===== src/rtl/regfile_arb_pkg.sv =====
// ----------------------------------------------------------------------------
// regfile_arb_pkg
//   Shared constants and types for the register-file read-port arbiter.
//   The arbiter top module and the round-robin picker both import it.
//
//   Contents:
//     NUM_REQ     default number of requesters sharing the read port
//     DATA_W      default register data width
//     REG_ADDR_W  register address width (32 architectural registers)
//     ZERO_REG    address of the hard-wired zero register
//     req_id_t    requester index carried with every response
// ----------------------------------------------------------------------------
package regfile_arb_pkg;

    localparam int NUM_REQ    = 4;
    localparam int DATA_W     = 64;
    localparam int REG_ADDR_W = 5;

    localparam logic [REG_ADDR_W-1:0] ZERO_REG = 5'd31;

    typedef logic [1:0] req_id_t;

endpackage : regfile_arb_pkg


===== src/rtl/rr_pick.sv =====
// ----------------------------------------------------------------------------
// rr_pick
//   Purely combinational round-robin picker. The search starts at index ptr,
//   walks upward, wraps from N-1 back to 0, and grants the first requester
//   it finds with its request bit set. The grant is one-hot, or all-zero
//   when nobody is requesting.
//
//   Ports:
//     req  [N-1:0]     request vector
//     ptr  [ID_W-1:0]  index where the search starts (must be < N)
//     gnt  [N-1:0]     one-hot grant
// ----------------------------------------------------------------------------
module rr_pick #(
    parameter int N    = 4,
    parameter int ID_W = 2
) (
    input  logic [N-1:0]    req,
    input  logic [ID_W-1:0] ptr,
    output logic [N-1:0]    gnt
);

    // Highest legal index. The walk wraps here rather than at 2**ID_W,
    // so non-power-of-two requester counts are handled too.
    localparam logic [ID_W-1:0] LAST_IDX = ID_W'(N - 1);

    logic [ID_W-1:0] w_idx;
    logic            w_found;

    always_comb begin
        // NOTE: every variable gets a value before the loop, so no path leaves
        // one unassigned and no latch is inferred.
        gnt     = '0;
        w_found = 1'b0;
        w_idx   = ptr;
        for (int off = 0; off < N; off++) begin
            if (!w_found && req[w_idx]) begin
                gnt[w_idx] = 1'b1;
                w_found    = 1'b1;
            end
            w_idx = (w_idx == LAST_IDX) ? '0 : w_idx + 1'b1;
        end
    end

endmodule : rr_pick


===== src/rtl/regfile_read_arbiter.sv =====
// ----------------------------------------------------------------------------
// regfile_read_arbiter
//   Shares one register-file read port among NUM_REQ requesters.
//   Each cycle a round-robin pick selects at most one requester. The picked
//   address goes out on rf_addr. The read data comes back on rf_data in the
//   same cycle and is registered as the response. The response appears
//   exactly one cycle after the grant and is tagged with the requester index.
//
//   Read-data resolution, from highest to lowest priority:
//     address ZERO_REG         -> zero
//     same-cycle write to addr -> wr_data (write bypass)
//     otherwise                -> rf_data
//
//   Ports:
//     clk         rising-edge clock
//     reset       synchronous active-high reset
//     req         per-requester request, held until granted
//     req_addr    packed addresses, slice i belongs to requester i
//     stall       suppresses new grants
//     gnt         one-hot grant (combinational)
//     rf_addr     register-file read address (0 when idle)
//     rf_data     register-file read data for rf_addr
//     wr_en       register-file write strobe this cycle
//     wr_addr     register-file write address
//     wr_data     register-file write data
//     resp_valid  response valid, one cycle per grant
//     resp_id     requester owning the response
//     resp_data   registered read data
// ----------------------------------------------------------------------------
module regfile_read_arbiter
    import regfile_arb_pkg::*;
#(
    parameter int NUM_REQ = regfile_arb_pkg::NUM_REQ,
    parameter int DATA_W  = regfile_arb_pkg::DATA_W
) (
    input  logic                          clk,
    input  logic                          reset,
    input  logic [NUM_REQ-1:0]            req,
    input  logic [NUM_REQ*REG_ADDR_W-1:0] req_addr,
    input  logic                          stall,
    output logic [NUM_REQ-1:0]            gnt,
    output logic [REG_ADDR_W-1:0]         rf_addr,
    input  logic [DATA_W-1:0]             rf_data,
    input  logic                          wr_en,
    input  logic [REG_ADDR_W-1:0]         wr_addr,
    input  logic [DATA_W-1:0]             wr_data,
    output logic                          resp_valid,
    output req_id_t                       resp_id,
    output logic [DATA_W-1:0]             resp_data
);

    localparam int      ID_W     = $bits(req_id_t);
    localparam req_id_t LAST_IDX = req_id_t'(NUM_REQ - 1);

    // ------------------------------------------------------------------
    // State
    // ------------------------------------------------------------------
    req_id_t           r_ptr;
    logic              r_resp_valid;
    req_id_t           r_resp_id;
    logic [DATA_W-1:0] r_resp_data;

    // ------------------------------------------------------------------
    // Arbitration
    // ------------------------------------------------------------------
    logic [NUM_REQ-1:0]    w_pick_gnt;
    logic [NUM_REQ-1:0]    w_gnt;
    logic                  w_any_gnt;
    req_id_t               w_gnt_id;
    logic [REG_ADDR_W-1:0] w_gnt_addr;
    req_id_t               w_ptr_next;
    logic [DATA_W-1:0]     w_read_data;

    rr_pick #(
        .N    (NUM_REQ),
        .ID_W (ID_W)
    ) u_rr_pick (
        .req (req),
        .ptr (r_ptr),
        .gnt (w_pick_gnt)
    );

    // Reset and stall both veto the pick. The pointer only advances on a
    // real grant, so a stalled cycle leaves the rotation where it was.
    assign w_gnt     = (reset || stall) ? '0 : w_pick_gnt;
    assign w_any_gnt = |w_gnt;

    // One-hot grant -> index and selected address. Both stay zero when
    // there is no grant, so rf_addr is 0 when the port is idle.
    always_comb begin
        w_gnt_id   = '0;
        w_gnt_addr = '0;
        for (int i = 0; i < NUM_REQ; i++) begin
            if (w_gnt[i]) begin
                w_gnt_id   = req_id_t'(i);
                w_gnt_addr = req_addr[i*REG_ADDR_W +: REG_ADDR_W];
            end
        end
    end

    assign w_ptr_next = (w_gnt_id == LAST_IDX) ? '0 : w_gnt_id + 1'b1;

    // Read-data resolution. The zero register wins over the bypass, so a
    // write aimed at ZERO_REG can never leak into a response.
    always_comb begin
        if (w_gnt_addr == ZERO_REG) begin
            w_read_data = '0;
        end else if (wr_en && (wr_addr == w_gnt_addr)) begin
            w_read_data = wr_data;
        end else begin
            w_read_data = rf_data;
        end
    end

    // ------------------------------------------------------------------
    // Pointer and response registers
    // ------------------------------------------------------------------
    always_ff @(posedge clk) begin
        // NOTE: state is updated with non-blocking assignments so every
        // register samples pre-edge values regardless of statement order.
        if (reset) begin
            r_ptr        <= '0;
            r_resp_valid <= 1'b0;
            r_resp_id    <= '0;
            r_resp_data  <= '0;
        end else begin
            r_resp_valid <= w_any_gnt;
            if (w_any_gnt) begin
                r_ptr       <= w_ptr_next;
                r_resp_id   <= w_gnt_id;
                r_resp_data <= w_read_data;
            end
        end
    end

    // ------------------------------------------------------------------
    // Outputs
    // ------------------------------------------------------------------
    assign gnt     = w_gnt;
    assign rf_addr = w_gnt_addr;

    // A reset arriving while a response is on its way kills that response
    // in the cycle reset is seen. The register is cleared at the same edge,
    // so nothing stale follows.
    assign resp_valid = r_resp_valid && !reset;
    assign resp_id    = r_resp_id;
    assign resp_data  = r_resp_data;

endmodule : regfile_read_arbiter


===== config.mk =====
export PLATFORM = sky130hd
export DESIGN_NAME = regfile_read_arbiter
export DESIGN_NICKNAME = d
export VERILOG_FILES = /design/src/rtl/regfile_arb_pkg.sv /design/src/rtl/rr_pick.sv /design/src/rtl/regfile_read_arbiter.sv
export SDC_FILE = /design/constraint.sdc
export NUM_CORES = 1
export LEC_CHECK = 0
export BUFFER_PORTS_ARGS = -buffer_cell sky130_fd_sc_hd__buf_2
export CORE_ASPECT_RATIO = 0.7
export CORE_UTILIZATION = 45
export CTS_BUF_LIST = sky130_fd_sc_hd__clkbuf_16
export CTS_CLUSTER_DIAMETER = 120
export CTS_CLUSTER_SIZE = 10
export DETAILED_ROUTE_END_ITERATION = 8
export PLACE_DENSITY = 0.84
export SETUP_SLACK_MARGIN = 0.3
export SLEW_MARGIN = 10
export SYNTH_ARGS = -nofsm -noshare
export SYNTH_HDL_FRONTEND = slang
export SYNTH_SLANG_ARGS = --single-unit

===== constraint.sdc =====
create_clock -name clk -period 8.9 [get_ports clk]
set_input_delay 1.335 -clock clk [delete_from_list [all_inputs] [get_ports clk]]
set_output_delay 1.335 -clock clk [all_outputs]
set_load 0.05 [all_outputs]

# Word level (Yosys, flattened, before mapping)
# Cells that the tools add are included.
dict set report op_classes {
  n_addsub 4
  multipliers 0
  div_mod_pow 0
  n_lt_le_gt_ge 8
  eq_ne 6
  n_shift 0
  mux 37
  bitwise_logic 3
  n_reduce_logical 15
}
# op n
set ops {}
lappend ops {{64-bit two-way mux} 2}
lappend ops {{4-bit two-way mux} 5}
lappend ops {{5-bit two-way mux} 4}
lappend ops {{2-bit by 3-bit less-than comparator with 1-bit output, second input constant} 4}
lappend ops {{1-bit two-way mux} 12}
lappend ops {{2-bit two-way mux} 6}
lappend ops {{4-bit OR} 3}
lappend ops {{1-bit logical AND} 9}
lappend ops {{2-bit by 1-bit adder with 2-bit output, second input constant} 4}
lappend ops {{1-bit binary-select mux with 2-bit select} 4}
lappend ops {{1-bit demux with 2-bit select} 4}
lappend ops {{2-bit equality test, second input constant} 4}
lappend ops {{2-bit by 1-bit >= comparator with 1-bit output, second input constant} 4}
lappend ops {{5-bit equality test} 1}
lappend ops {{5-bit equality test, second input constant} 1}
lappend ops {{1-bit logical NOT} 4}
lappend ops {{4-bit OR reduction} 1}
lappend ops {{1-bit logical OR} 1}
dict set report totals {
  register_bits 69
  latch_bits 0
  ram_bits 0
  rom_bits 0
  in_bits 161
  out_inout_bits 76
  elab_cells 77
  n_memories 0
}

# Depth between registers and ports, before layout
dict set report logic_depth {
  ltp_word 21
  mapped_depth 18
  ltp_nobuf 13
}

# Cells and area by module
# A second synthesis with hierarchy kept.
dict set report unflattened {
  cells_unflattened 527
  area_unflattened_um2 4664.5
}
# module instances cells_each area_each_um2 seq_area_each_um2
set modules_own_cells {}
lappend modules_own_cells {regfile_read_arbiter 1 482 4285.4 1381.3}
lappend modules_own_cells {rr_pick 1 45 379.1 0.0}

# Least setup slack after synthesis
# Ideal clock, no wire load.
dict set report synth_timing {
  path_type {input to output}
  start {input req[2]}
  end {output rf_addr[4]}
  arrival_time_ns 4.438
  required_time_ns 7.565
  slack_ns 3.127
  stages 6
  path_buffers 0
  path_cell_list {mux4_2 > nor4_1 > a21oi_1 > a311oi_4 > a21oi_1 > o31ai_1}
}
dict set report synth_via {
  elab_chain_cells 17
  elab_cells_between_ends 29
  cone_classes {mux: 20; bitwise: 3; reduce/logical: 6}
}
# item line
set synth_lines {}
lappend synth_lines {{start: declaration} regfile_read_arbiter.sv:38} ;# input logic [NUM_REQ-1:0] req,
lappend synth_lines {{1-bit binary-select mux with 2-bit select} rr_pick.sv:36} ;# if (!w_found && req[w_idx]) begin
lappend synth_lines {{1-bit two-way mux (not written as such)} rr_pick.sv:36}
lappend synth_lines {{1-bit two-way mux} rr_pick.sv:36}
lappend synth_lines {{1-bit logical NOT} rr_pick.sv:36}
lappend synth_lines {{1-bit logical AND} rr_pick.sv:36}
lappend synth_lines {{1-bit two-way mux} rr_pick.sv:36}
lappend synth_lines {{1-bit logical NOT} rr_pick.sv:36}
lappend synth_lines {{1-bit logical AND} rr_pick.sv:36}
lappend synth_lines {{1-bit two-way mux} rr_pick.sv:36}
lappend synth_lines {{1-bit logical NOT} rr_pick.sv:36}
lappend synth_lines {{1-bit logical AND} rr_pick.sv:36}
lappend synth_lines {{4-bit two-way mux (*)} rr_pick.sv:36}
lappend synth_lines {{4-bit two-way mux (*)} regfile_read_arbiter.sv:85} ;# assign w_gnt = (reset || stall) ? '0 : w_pick_gnt;
lappend synth_lines {{net gnt[0]} regfile_read_arbiter.sv:41} ;# output logic [NUM_REQ-1:0] gnt,
lappend synth_lines {{5-bit two-way mux (*) (4 in series)} regfile_read_arbiter.sv:94} ;# if (w_gnt[i]) begin
lappend synth_lines {{end: declaration} regfile_read_arbiter.sv:42} ;# output logic [REG_ADDR_W-1:0] rf_addr,
# The timed path passes the listed nets; every way through them passes the cells marked *. The select of a mux whose other input is x is not followed.

# Worst setup path in the final report
dict set report layout_timing {
  start {register r_ptr[0]}
  end {output rf_addr[0]}
}
dict set report layout_via {
  elab_chain_cells 17
  elab_cells_between_ends 58
  cone_classes {add/sub: 3; order compare: 8; eq/ne: 3; mux: 31; bitwise: 3; reduce/logical: 10}
}
# item line
set layout_lines {}
lappend layout_lines {{start: declaration} regfile_read_arbiter.sv:58} ;# req_id_t r_ptr;
lappend layout_lines {{start signal: assignment} regfile_read_arbiter.sv:129} ;# r_ptr <= w_ptr_next;
lappend layout_lines {{2-bit by 1-bit adder with 2-bit output (tied with other cells)} rr_pick.sv:40} ;# w_idx = (w_idx == LAST_IDX) ? '0 : w_idx + 1'b1;
lappend layout_lines {{2-bit two-way mux / 1-bit two-way mux (equally long branches)} {rr_pick.sv:40, rr_pick.sv:36}}
lappend layout_lines {{2-bit by 1-bit adder with 2-bit output (tied with other cells)} rr_pick.sv:40}
lappend layout_lines {{2-bit two-way mux (tied with other cells)} rr_pick.sv:40}
lappend layout_lines {{2-bit by 1-bit adder with 2-bit output (tied with other cells)} rr_pick.sv:40}
lappend layout_lines {{2-bit two-way mux (tied with other cells)} rr_pick.sv:40}
lappend layout_lines {{2-bit by 3-bit less-than comparator with 1-bit output (not written as such) (tied with other cells)} rr_pick.sv:37} ;# gnt[w_idx] = 1'b1;
lappend layout_lines {{1-bit logical AND (not written as such) (tied with other cells)} rr_pick.sv:37}
lappend layout_lines {{1-bit two-way mux (not written as such) (tied with other cells)} rr_pick.sv:37}
lappend layout_lines {{1-bit demux with 2-bit select (tied with other cells)} -}
lappend layout_lines {{4-bit OR (no line) / 1-bit logical AND (equally long branches)} -}
lappend layout_lines {{4-bit two-way mux (*)} rr_pick.sv:36}
lappend layout_lines {{4-bit two-way mux (*)} regfile_read_arbiter.sv:85}
lappend layout_lines {{5-bit two-way mux (3 in series)} regfile_read_arbiter.sv:94}
lappend layout_lines {{5-bit two-way mux (*)} regfile_read_arbiter.sv:94}
# Mark *: on every way between the ends. The rest lies on a longest branch, timed or not. The select of a mux whose other input is x is not followed.

==> results.yml <==
placement:
  gp_congestion: 0.8688
  portBuffers: 236
  place_hpwl_um: 8368
  dp_cells: 713
cts:
  path_clk_slew_ns: 0.05
  cts_buffer_depth: 2
  clk_latency_ns: 0.32
  cts_tree: "yes"
  ctsResizeCount: 0
  hold_buffers: 0
  cts_setup_buffers: 0
  cts_sinks: 69
  ctsHtreeMaxLevel: 3
  cts_buffers: 9
  cts-root-buf: "clkbuf_16"
logic_synthesis:
  yosysMostFrequentCell: "nand2_1"
  synthCells: 397
  yosys.area.top_type: "dfxtp_1"
  avgSynthCellArea_sq_um: 9.559
  synth_nets: 565
  synth_top_area_share: 0.3640
  async_reset_ff_frac: 0
  synth_edf_count: 0
  yosys_warnings: 0
  synth_common_cells: "78 x nand2_1, 69 x dfxtp_1, 66 x o21ai_1"
  yosysSeqAreaShare: 0.3640
  synthFlopType: "dfxtp_1"
  ys_types: 57
  synth_area_leaders: "dfxtp_1 36%, mux2i_1 17%, o21ai_1 8.7%"
  syn-cell-area_sq_um: 3795
  ys_seq_elements: 69
setup_path:
  start_kind: "register"
  required_ns: 7.57
  worstPathMaxFanout: 12
  end_kind: "primary output"
  crit_type: "reg -> out"
  critPathArrivalTime_ns: 4.30
detailed_routing:
  first_pass_iters: 7
  drc: 14
  first_iter_violations: 248
  via_per_inst: 5.241
  ant_nets: 0
  drt_wl_total_um: 11020
  wl_per_cell_um: 15.12
  vias: 3821
layout:
  layout.nets: 791
  fin_util: 0.6426
  antenna_cells: 0
  drive_gt1_frac: 0.4475
  final_cells: 729
  synthToLayoutAreaGrowth_pct: 35.58
flow_run:
  max_cap_violations: 0
timing:
  max_freq_mhz: 177.4
  post-route-min-period_ns: 5.638
  fin_worst_skew_ns: 0.004152
  hold_viol_final: 0
  drv_slew: 0
  fin_crit_sh: 0.6334
  rsz0062_at_grt: "no"
  tightestPinTransition_ns: 1.148
  tns_ns: 0
  max_slew_margin: 0.2350
  setup_viol: 0
grt:
  grt_max_degree: 65
  grt_overflow: 0
  track_usage: 0.2480
  grt_pass1_wl_um: 17210
  grt_pass1_vias: 3689
  grt_antenna_before_repair: 0
power_and_ir_drop:
  p_total_w: 0.002064
  powerDensity_nw_per_um2: 401.1
  ir_worst_vdd_uv: 299.0
  leakagePower_nw: 2.906
outcome:
  status: "finished with violations"
  violations: "DRC"
die:
  die_w_um: 111.8
  initial_utilization: 0.4740
  core_region_area_sq_um: 8006
  num_rows: 27
  dieHeight_um: 78.83
  die_area_sq_um: 8810
  io_pins: 237
worst_hold_path:
  worst_hold_path_type: "reg -> reg"
==> logic make-up after synthesis <==
group / synth area share
buffers and inverters: 0.08341
muxes: 0.1968
DFF: 0.3640
adders and majority gates: 0.02308
and+or+nand+nor: 0.1372
AOI/OAI and AO/OA: 0.1889
xor gates and xnor gates: 0.006596
==> final timing paths <==
check                     start             to  slack [ns]  cells past startpoint
setup reg to reg       r_ptr[0]  resp_data[52]        3.43                     12
setup / recovery       r_ptr[0]     rf_addr[0]        3.26                      9
hold reg to reg   resp_data[40]  resp_data[40]        0.44                      2
hold / removal    resp_data[40]  resp_data[40]        0.44                      2
==> power breakdown <==
group	internal [W]	leakage (nW)	switching [W]
clock network	0.000215	0.147	0.000130
registers	0.000458	0.569	0.0000802
logic	0.000292	2.19	0.000888
==> sequential cells by signal, indices dropped and copies added (netlist names) <==
name,cells
r_ptr,2
r_resp_valid,1
resp_id,2
resp_data,64
==> critical path, cell delays in order, from the launching register on <==
cell	delay (ns)
dfxtp_1	0.66
inv_1	0.26
ha_1	0.45
mux4_2	0.61
nor4_1	0.44
a21oi_1	0.14
a311oi_4	0.44
a21oi_1	0.21
o41ai_4	0.45
buf_2	0.33
==> routing by layer <==
layer,wire (um),part of all wire,vias up,GRT usage
li1,-,-,1871,-
met1,4447,0.40,1755,0.2806
met2,5526,0.50,173,0.4447
met3,825,0.075,22,0.07176
met4,225,0.020,0,0.09459
met5,0,0,-,0
==> cell type report <==
cell class	instances	area (sq um)
inverters	9	33.78
fillers	709	2861
multi-input cells	296	2116
clock inverters	7	66.31
flip-flops and latches	69	1381
clock buffers	9	225.2
repair buffers	238	1196
well taps	101	126.4
==> per-stage QoR <==
step,cell area (sq um),hold slack [ns],worst slack [ns]
2_1_floorplan,3795,0.6626,3.127
3_3_place_gp,4853,0.4318,3.520
4_1_cts,5145,0.4450,3.265
3_5_place_dp,4853,0.4371,3.457
5_1_grt,5145,0.4607,2.984
6_report,5145,0.4417,3.262
==> cell usage in the layout, fill, tap and decap left out, drive strengths merged, types with 3 or more instances in the layout <==
cell / instances
inv: 9
mux2i: 66
dfxtp: 69
o21ai: 69
a21oi: 7
nand3: 5
clkinv: 6
mux2: 3
buf: 238
nor4: 3
clkbuf: 9
ha: 7
o41ai: 3
nor3: 6
nor2: 8
nand2: 78
o31ai: 3
o21bai: 3
a311oi: 3
(Power assumes the default switching activity.)
